**config.mk**
```make
export PLATFORM = sky130hd
export DESIGN_NAME = am_dc_tracker
export DESIGN_NICKNAME = d
export VERILOG_FILES = /design/src/rtl/am_dc_tracker.sv
export SDC_FILE = /design/constraint.sdc
export NUM_CORES = 1
export LEC_CHECK = 0
export CAP_MARGIN = 20
export CORE_MARGIN = 8
export CORE_UTILIZATION = 60
export CTS_CLUSTER_SIZE = 12
export DETAILED_ROUTE_END_ITERATION = 7
export GPL_ROUTABILITY_DRIVEN = 0
export HOLD_SLACK_MARGIN = 0.06
export PLACE_DENSITY = 0.91
export SYNTH_ARGS = -nofsm -noshare
export SYNTH_HDL_FRONTEND = slang
export SYNTH_SLANG_ARGS = --single-unit
```
**constraint.sdc**
```tcl
create_clock -name clk -period 3.3 [get_ports clk]
set_input_delay 0.33 -clock clk [delete_from_list [all_inputs] [get_ports clk]]
set_output_delay 0.33 -clock clk [all_outputs]
set_load 0.01 [all_outputs]
```
**src/rtl/am_dc_tracker.sv**
```systemverilog
// am_dc_tracker: windowed DC estimator (peak midpoint or mean) for a signed AM
// demodulator stream, with saturating DC subtraction on the sample path.
module am_dc_tracker #(
  parameter int unsigned DW       = 14,
  parameter int unsigned WIN_LOG2 = 12,
  parameter int unsigned THRESH   = 100
) (
  input  logic          clk,
  input  logic          rst_n,
  input  logic          in_valid,
  input  logic [DW-1:0] din,
  input  logic          start,
  input  logic          auto_en,
  input  logic          mode,
  output logic [DW-1:0] dout,
  output logic          out_valid,
  output logic [DW-1:0] dc_est,
  output logic          dc_valid,
  output logic          const_flag,
  output logic          busy
);

  localparam int unsigned SW = DW + WIN_LOG2;

  typedef enum logic [1:0] {
    S_IDLE = 2'd0,
    S_MEAS = 2'd1,
    S_CALC = 2'd2
  } state_t;

  state_t                state_q;
  logic [WIN_LOG2-1:0]   cnt_q;
  logic [SW-1:0]         sum_q;
  logic [DW-1:0]         max_q;
  logic [DW-1:0]         min_q;
  logic                  first_q;
  logic                  mode_q;
  logic [DW-1:0]         dc_est_q;
  logic                  dc_valid_q;
  logic                  const_q;
  logic                  busy_q;
  logic [DW-1:0]         dout_q;
  logic                  out_valid_q;

  logic [DW:0]           diff_c;
  logic [DW-1:0]         sat_c;
  logic [DW:0]           mm_sum_c;
  logic [DW:0]           p2p_c;
  logic                  const_c;
  logic [DW-1:0]         dc_calc_c;
  logic [SW-1:0]         din_sx_c;
  logic                  gt_max_c;
  logic                  lt_min_c;
  logic                  last_c;

  // Window arithmetic and saturating subtraction, all in widened signed form
  always_comb begin
    diff_c    = {din[DW-1], din} - {dc_est_q[DW-1], dc_est_q};
    sat_c     = diff_c[DW-1:0];
    if (diff_c[DW] != diff_c[DW-1]) begin
      sat_c = diff_c[DW] ? {1'b1, {(DW-1){1'b0}}} : {1'b0, {(DW-1){1'b1}}};
    end
    mm_sum_c  = {max_q[DW-1], max_q} + {min_q[DW-1], min_q};
    p2p_c     = {max_q[DW-1], max_q} - {min_q[DW-1], min_q};
    const_c   = $signed(p2p_c) < $signed((DW+1)'(THRESH));
    dc_calc_c = mode_q ? sum_q[SW-1:WIN_LOG2] : mm_sum_c[DW:1];
    din_sx_c  = {{WIN_LOG2{din[DW-1]}}, din};
    gt_max_c  = $signed(din) > $signed(max_q);
    lt_min_c  = $signed(din) < $signed(min_q);
    last_c    = (cnt_q == {WIN_LOG2{1'b1}});
  end

  // Measurement FSM: window accumulation, estimate commit and status outputs
  always_ff @(posedge clk or negedge rst_n) begin
    if (!rst_n) begin
      state_q    <= S_IDLE;
      cnt_q      <= '0;
      sum_q      <= '0;
      max_q      <= '0;
      min_q      <= '0;
      first_q    <= 1'b0;
      mode_q     <= 1'b0;
      dc_est_q   <= '0;
      dc_valid_q <= 1'b0;
      const_q    <= 1'b0;
      busy_q     <= 1'b0;
    end else begin
      dc_valid_q <= 1'b0;
      case (state_q)
        S_IDLE: begin
          if (start) begin
            state_q <= S_MEAS;
            busy_q  <= 1'b1;
            cnt_q   <= '0;
            sum_q   <= '0;
            first_q <= 1'b1;
            mode_q  <= mode;
          end
        end
        S_MEAS: begin
          if (start) begin
            // abort: discard the partial window and begin again
            cnt_q   <= '0;
            sum_q   <= '0;
            first_q <= 1'b1;
            mode_q  <= mode;
          end else if (in_valid) begin
            sum_q   <= sum_q + din_sx_c;
            cnt_q   <= cnt_q + WIN_LOG2'(1);
            first_q <= 1'b0;
            if (first_q || gt_max_c) max_q <= din;
            if (first_q || lt_min_c) min_q <= din;
            if (last_c) state_q <= S_CALC;
          end
        end
        S_CALC: begin
          dc_est_q   <= dc_calc_c;
          const_q    <= const_c;
          dc_valid_q <= 1'b1;
          if (start || auto_en) begin
            state_q <= S_MEAS;
            busy_q  <= 1'b1;
            cnt_q   <= '0;
            sum_q   <= '0;
            first_q <= 1'b1;
            mode_q  <= mode;
          end else begin
            state_q <= S_IDLE;
            busy_q  <= 1'b0;
          end
        end
        default: begin
          state_q <= S_IDLE;
          busy_q  <= 1'b0;
        end
      endcase
    end
  end

  // Sample path: one-cycle registered din - dc_est, independent of FSM state
  always_ff @(posedge clk or negedge rst_n) begin
    if (!rst_n) begin
      dout_q      <= '0;
      out_valid_q <= 1'b0;
    end else begin
      dout_q      <= sat_c;
      out_valid_q <= in_valid;
    end
  end

  assign dout       = dout_q;
  assign out_valid  = out_valid_q;
  assign dc_est     = dc_est_q;
  assign dc_valid   = dc_valid_q;
  assign const_flag = const_q;
  assign busy       = busy_q;

endmodule
```
==> impl_metrics.env, run 1 <==
export IMPL_io_buffer_count=51
export IMPL_tritoncts="yes"
export IMPL_post_route_min_period_ns=3.10
export IMPL_layout_cells_non_filler=1079
export IMPL_cts_made_buffers=9
export IMPL_ant_nets=0
export IMPL_ys_seq_area_frac=0.340
export IMPL_io_pin_count=52
export IMPL_synth_most_common_cell="dfrtp_1"
export IMPL_crit_arrival_ns=3.39
export IMPL_end_kind="flip-flop"
export IMPL_die_x_um=128
export IMPL_path_max_fanout=13
export IMPL_synth_area_per_cell_um2=8.99
export IMPL_grt_total_usage=0.243
export IMPL_synth_main_ff_cell="dfrtp_1"
export IMPL_grt_pass1_vias=6521
export IMPL_drt_first_pass_iters=5
export IMPL_final_util=0.698
export IMPL_fp_dieH_um=128
export IMPL_path_class="input port to flip-flop"
export IMPL_core_area_mm2=0.0124
export IMPL_vias_per_cell=6.05
export IMPL_total_power_w=0.00555
export IMPL_synth_top_area_frac=0.340
export IMPL_syn_num_nets=951
export IMPL_hold_viol=0
export IMPL_maxCapViolations=0
export IMPL_synth_edf_count=0
export IMPL_cts_sinks=102
export IMPL_max_freq_ghz=0.322
export IMPL_clk_pin_slew_worst_paths_ns=0.07
export IMPL_n_antenna_cell=0
export IMPL_fin_skew_ns=0.00789
export IMPL_drtIter0Drc=451
export IMPL_ys_warn_count=0
export IMPL_syn_cell_area_mm2=0.00750
export IMPL_wl_um=19400
export IMPL_start_util=0.605
export IMPL_power_density_mw_per_mm2=640
export IMPL_antenna_found_initial=0
export IMPL_run_status="completed"
export IMPL_die_area_mm2=0.0163
export IMPL_p_leak_nw=3.99
export IMPL_nets=1018
export IMPL_avgRoutedWirePerCell_um=18.0
export IMPL_cts_max_level=3
export IMPL_drc=0
export IMPL_ys_top_cells_by_count="dfrtp_1, ha_1, nand2_1, a21oi_1, inv_1"
export IMPL_cts_setup_buffers=0
export IMPL_ir_worst_vdd_mv=0.327
export IMPL_place_hpwl_um=14300
export IMPL_tightestPinTransition_ns=0.789
export IMPL_slew_violations=0
export IMPL_timing_hold_ws_ns=0.488
export IMPL_drive_gt1_frac=0.0882
export IMPL_clk_latency_ns=0.37
export IMPL_rows=41
export IMPL_final_period_utilization=0.940
export IMPL_grt_overflow=0
export IMPL_finalSetupViolCount=0
export IMPL_max_slew_margin=0.474
export IMPL_start_kind="input port"
export IMPL_area_delta_synth_final_pct=15.5
export IMPL_placed_cells=1062
export IMPL_yosysUniqueCellTypes=62
export IMPL_synthCells=835
export IMPL_clockBufferDepth=2
export IMPL_yosys_top_cells_area="dfrtp_1, ha_1, a21oi_1"
export IMPL_crit_required_ns=3.59
export IMPL_async_reset_ff_frac=1.00
export IMPL_vias=6525
export IMPL_clock_root_buffer="clkbuf_16"
export IMPL_synth_seq_cells=102
export IMPL_hp_class="flip-flop to flip-flop"
export IMPL_grt_max_degree=103
export IMPL_synth_area_leader_cell="dfrtp_1"
export IMPL_grt_first_pass_wirelength_um=31600
==> routing by layer <==
layer / GRT usage / vias to the layer above / part of all wire
met5: 0 / - / 0
met4: 0.112 / 0 / 0.035
met3: 0.0528 / 58 / 0.077
met2: 0.412 / 276 / 0.48
met1: 0.289 / 3101 / 0.41
li1: - / 3090 / -
==> worst max-delay path, cell delays in order <==
cell	delay, ns
clkdlybuf4s50_1	0.55
inv_1	0.11
ha_1	0.23
fa_1	0.43
nand2b_1	0.17
a21boi_1	0.21
o21ai_1	0.11
a21oi_1	0.16
o21ai_1	0.10
o21ai_1	0.23
o31ai_1	0.14
o21ai_2	0.21
nand2_2	0.20
a21oi_1	0.20
==> cell type report <==
type | instances | area, um2
flip-flops and latches | 102 | 2550
clock inverters | 7 | 57.6
well taps | 172 | 215
fillers | 889 | 3740
repair buffers | 80 | 753
clock buffers | 9 | 225
inverters | 71 | 267
multi-input cells | 638 | 4600
==> state kept, by name, summed over array words and instances, names as in the netlist <==
| register | cells |
|---|---|
| min_q | 14 |
| state_q | 2 |
| max_q | 14 |
| const_flag | 1 |
| sum_q | 26 |
| busy | 1 |
| dout | 14 |
| out_valid | 1 |
| dc_est | 14 |
| cnt_q | 12 |
| mode_q | 1 |
| dc_valid | 1 |
| first_q | 1 |
==> through the flow <==
stage	TNS [ns]	worst slack, ns	instance area, um2
4_1_cts	0	0.0667	8660
5_1_grt	-0.0139	-0.00990	8670
2_1_floorplan	0	0.675	7500
6_report	0	0.197	8670
3_5_place_dp	-2.42	-0.209	8370
3_3_place_gp	-0.454	-0.0522	8370
==> final timing paths <==
kind | endpoint | cells after the start | startpoint | slack (ns)
min reg2reg | sum_q[7] | 2 | sum_q[7] | 0.49
min | sum_q[7] | 2 | sum_q[7] | 0.49
max in group asynchronous | sum_q[25] | 3 | rst_n | 2.31
min in group asynchronous | dout[13] | 3 | rst_n | 0.54
max reg2reg | dc_est[11] | 12 | max_q[1] | 0.38
max | dout[0] | 14 | din[0] | 0.20
==> what timing repair did <==
action,in CTS,in global routing
hold buffers,1,0
gates resized for setup,0,3
setup endpoints to repair,0,13
endpoints found under the hold margin,35,0
==> cell families after synthesis <==
family	synth area share
AOI/OAI and AO/OA	0.200
xor gates and xnor gates	0.0630
adders and majority gates	0.163
buffers and inverters	0.0480
muxes	0.0482
DFF	0.340
and+or+nand+nor	0.138
==> cell usage in the layout (no fill, tap or decap), types with 6 or more instances in the layout <==
cell type          n
clkdlybuf4s50_1   50
clkbuf_16          9
o31ai_1            6
a21boi_1           6
nor3_1            14
o21ai_1           31
o21ai_0           57
nor2b_1           14
inv_1             70
nand2_1           75
dfrtp_1          102
nor2_1            40
mux2_2            19
xnor2_1           32
nand2b_1          17
mux2i_1            8
buf_4             27
a21o_1            16
nand4_1            8
nand3_1           15
ha_1              93
mux2_1             6
a22o_1             7
a21oi_1           72
o21bai_1           6
xor2_1            22
o21a_1             6
==> power breakdown <==
| group | internal [W] | switching, W | total (W) |
|---|---|---|---|
| sequential | 0.00146 | 0.000191 | 0.00166 |
| clock | 0.000522 | 0.000522 | 0.00104 |
| combinational | 0.00125 | 0.00160 | 0.00285 |
| total | 0.00324 | 0.00232 | 0.00555 |
Power figures use the tool's default switching activity.
==> run 2, diff against run 1 <==
--- a/config.mk
+++ b/config.mk
@@ -6,7 +6,7 @@
 export NUM_CORES = 1
 export LEC_CHECK = 0
 export CAP_MARGIN = 20
-export CORE_MARGIN = 8
+export CORE_MARGIN = 5
 export CORE_UTILIZATION = 60
 export CTS_CLUSTER_SIZE = 12
 export DETAILED_ROUTE_END_ITERATION = 7
==> run 2 against run 1 <==
Worst setup slack improved by 0.061 ns. Clock power rose by 17%. Via count barely moved. Maximum frequency rose by 2.0%. Count of clock-buffer cells in the layout rose by 1. Largest cell class unchanged. Core utilization rose by 1.8 points. Sequential cell count did not move. Final cell count fell by 0.46%. Highest routed layer unchanged. Sequential power barely moved. Design area rose by 0.43%.
==> impl_metrics.env, run 2 (synthesized netlist as in run 1, its figures left out) <==
export IMPL_crit_arrival_ns=3.32
export IMPL_start_kind="input port"
export IMPL_grt_total_usage=0.266
export IMPL_run_status="completed"
export IMPL_place_hpwl_um=14200
export IMPL_core_area_mm2=0.0122
export IMPL_area_delta_synth_final_pct=16.0
export IMPL_clock_root_buffer="clkbuf_16"
export IMPL_hp_class="flip-flop to flip-flop"
export IMPL_grt_first_pass_wirelength_um=31500
export IMPL_tightestPinTransition_ns=0.794
export IMPL_clockBufferDepth=2
export IMPL_clk_pin_slew_worst_paths_ns=0.07
export IMPL_largest_register_ffs=26
export IMPL_max_freq_ghz=0.329
export IMPL_vias=6522
export IMPL_grt_overflow=0
export IMPL_crit_required_ns=3.58
export IMPL_layout_common_cells="dfrtp_1, ha_1, nand2_1"
export IMPL_setup_tns_ns=0
export IMPL_end_kind="flip-flop"
export IMPL_drive_gt1_frac=0.0861
export IMPL_clk_latency_ns=0.36
export IMPL_maxCapViolations=0
export IMPL_whs_path_depth=2
export IMPL_drtIter0Drc=481
export IMPL_path_class="input port to flip-flop"
export IMPL_path_max_fanout=13
export IMPL_start_util=0.617
export IMPL_timing_reg2reg_setup_slack_ns=0.37
export IMPL_r2r_cells=12
export IMPL_n_antenna_cell=0
export IMPL_timing_hold_ws_ns=0.487
export IMPL_io_buffer_count=51
export IMPL_cts_max_level=3
export IMPL_grt_max_degree=103
export IMPL_vias_per_cell=6.07
export IMPL_ir_worst_vdd_mv=0.353
export IMPL_dp_slack_ns=-0.0996
export IMPL_io_pin_count=52
export IMPL_nets=1017
export IMPL_rows=40
export IMPL_finalWorstSetupSlack_ns=0.258
export IMPL_fin_skew_ns=0.00937
export IMPL_final_common_cell="dfrtp_1"
export IMPL_slew_violations=0
export IMPL_die_area_mm2=0.0148
export IMPL_post_route_min_period_ns=3.04
export IMPL_finalSetupViolCount=0
export IMPL_p_leak_nw=4.02
export IMPL_ant_nets=0
export IMPL_wl_um=19000
export IMPL_drt_first_pass_iters=5
export IMPL_power_density_mw_per_mm2=658
export IMPL_final_period_utilization=0.922
export IMPL_cts_sinks=102
export IMPL_fp_dieH_um=122
export IMPL_die_x_um=122
export IMPL_top_register="sum_q"
export IMPL_antenna_found_initial=0
export IMPL_tritoncts="yes"
export IMPL_grt_pass1_vias=6518
export IMPL_max_slew_margin=0.471
export IMPL_hold_viol=0
export IMPL_avgRoutedWirePerCell_um=17.7
export IMPL_cts_setup_buffers=0
export IMPL_drc=0
export IMPL_cts_made_buffers=9
## run 2: changes by cell type in the layout (fill, tap and decap cells not counted), sizes merged
| cell | change |
|---|---|
| bufinv | +2 |
| clkinv | -2 |
| clkinvlp | -2 |
| buf | -1 |
| clkbuf | +1 |
| inv | +1 |
## run 2: area by class of cell
cell class                 count  area, um2
fill                         859       3450
tap                          168        210
timing repair buffer          79        746
inverter                      71        267
clock inverter                 6       97.6
sequential                   102       2550
clock buffer                  10        239
multi-input combinational    638       4600
## run 2: final timing paths
kind / start / endpoint
min in group asynchronous: rst_n / dout[13]
min reg2reg: sum_q[4] / sum_q[4]
max: din[0] / dout[3]
max in group asynchronous: rst_n / sum_q[8]
max reg2reg: max_q[1] / dc_est[11]
min: sum_q[4] / sum_q[4]
## run 2: metrics by stage
step	power (W)	area, um2	instances	utilization
CTS	0.00568	8700	1074	0.716
global route	0.00614	8710	1074	0.716
global placement	0.00431	8360	1057	0.687
floorplan	0.00370	7500	835	-
finish	0.00573	8710	1074	0.716
detailed placement	0.00444	8360	1057	0.687
## run 2: per-layer routing
layer  wire [um]  vias up  global-route usage  share of wire
met5           0        -                   0              0
met1        7610     3089               0.329           0.40
li1            -     3074                   -              -
met4         683        0               0.102          0.036
met3        1620       65              0.0696          0.085
met2        9060      294               0.448           0.48
## run 2: power by group
group / total, W / internal (W) / switching [W]
registers: 0.00166 / 0.00146 / 0.000193
clock network: 0.00122 / 0.000700 / 0.000521
logic: 0.00285 / 0.00125 / 0.00160
total: 0.00573 / 0.00341 / 0.00232
## run 2: what timing repair did
| action | CTS | global route |
|---|---|---|
| hold endpoints to repair | 42 | 0 |
| setup endpoints to repair | 0 | 13 |
| hold buffers | 1 | 0 |
| resized for setup | 0 | 2 |
## run 2: critical path, stage by stage
cell,delay [ns]
clkdlybuf4s50_1,0.52
inv_1,0.09
ha_1,0.23
fa_1,0.41
nand2b_1,0.16
a21boi_1,0.18
o21ai_1,0.11
a21oi_1,0.15
o21ai_1,0.10
o21ai_1,0.22
o31ai_1,0.12
o21ai_1,0.29
nand2_2,0.23
a21oi_1,0.20
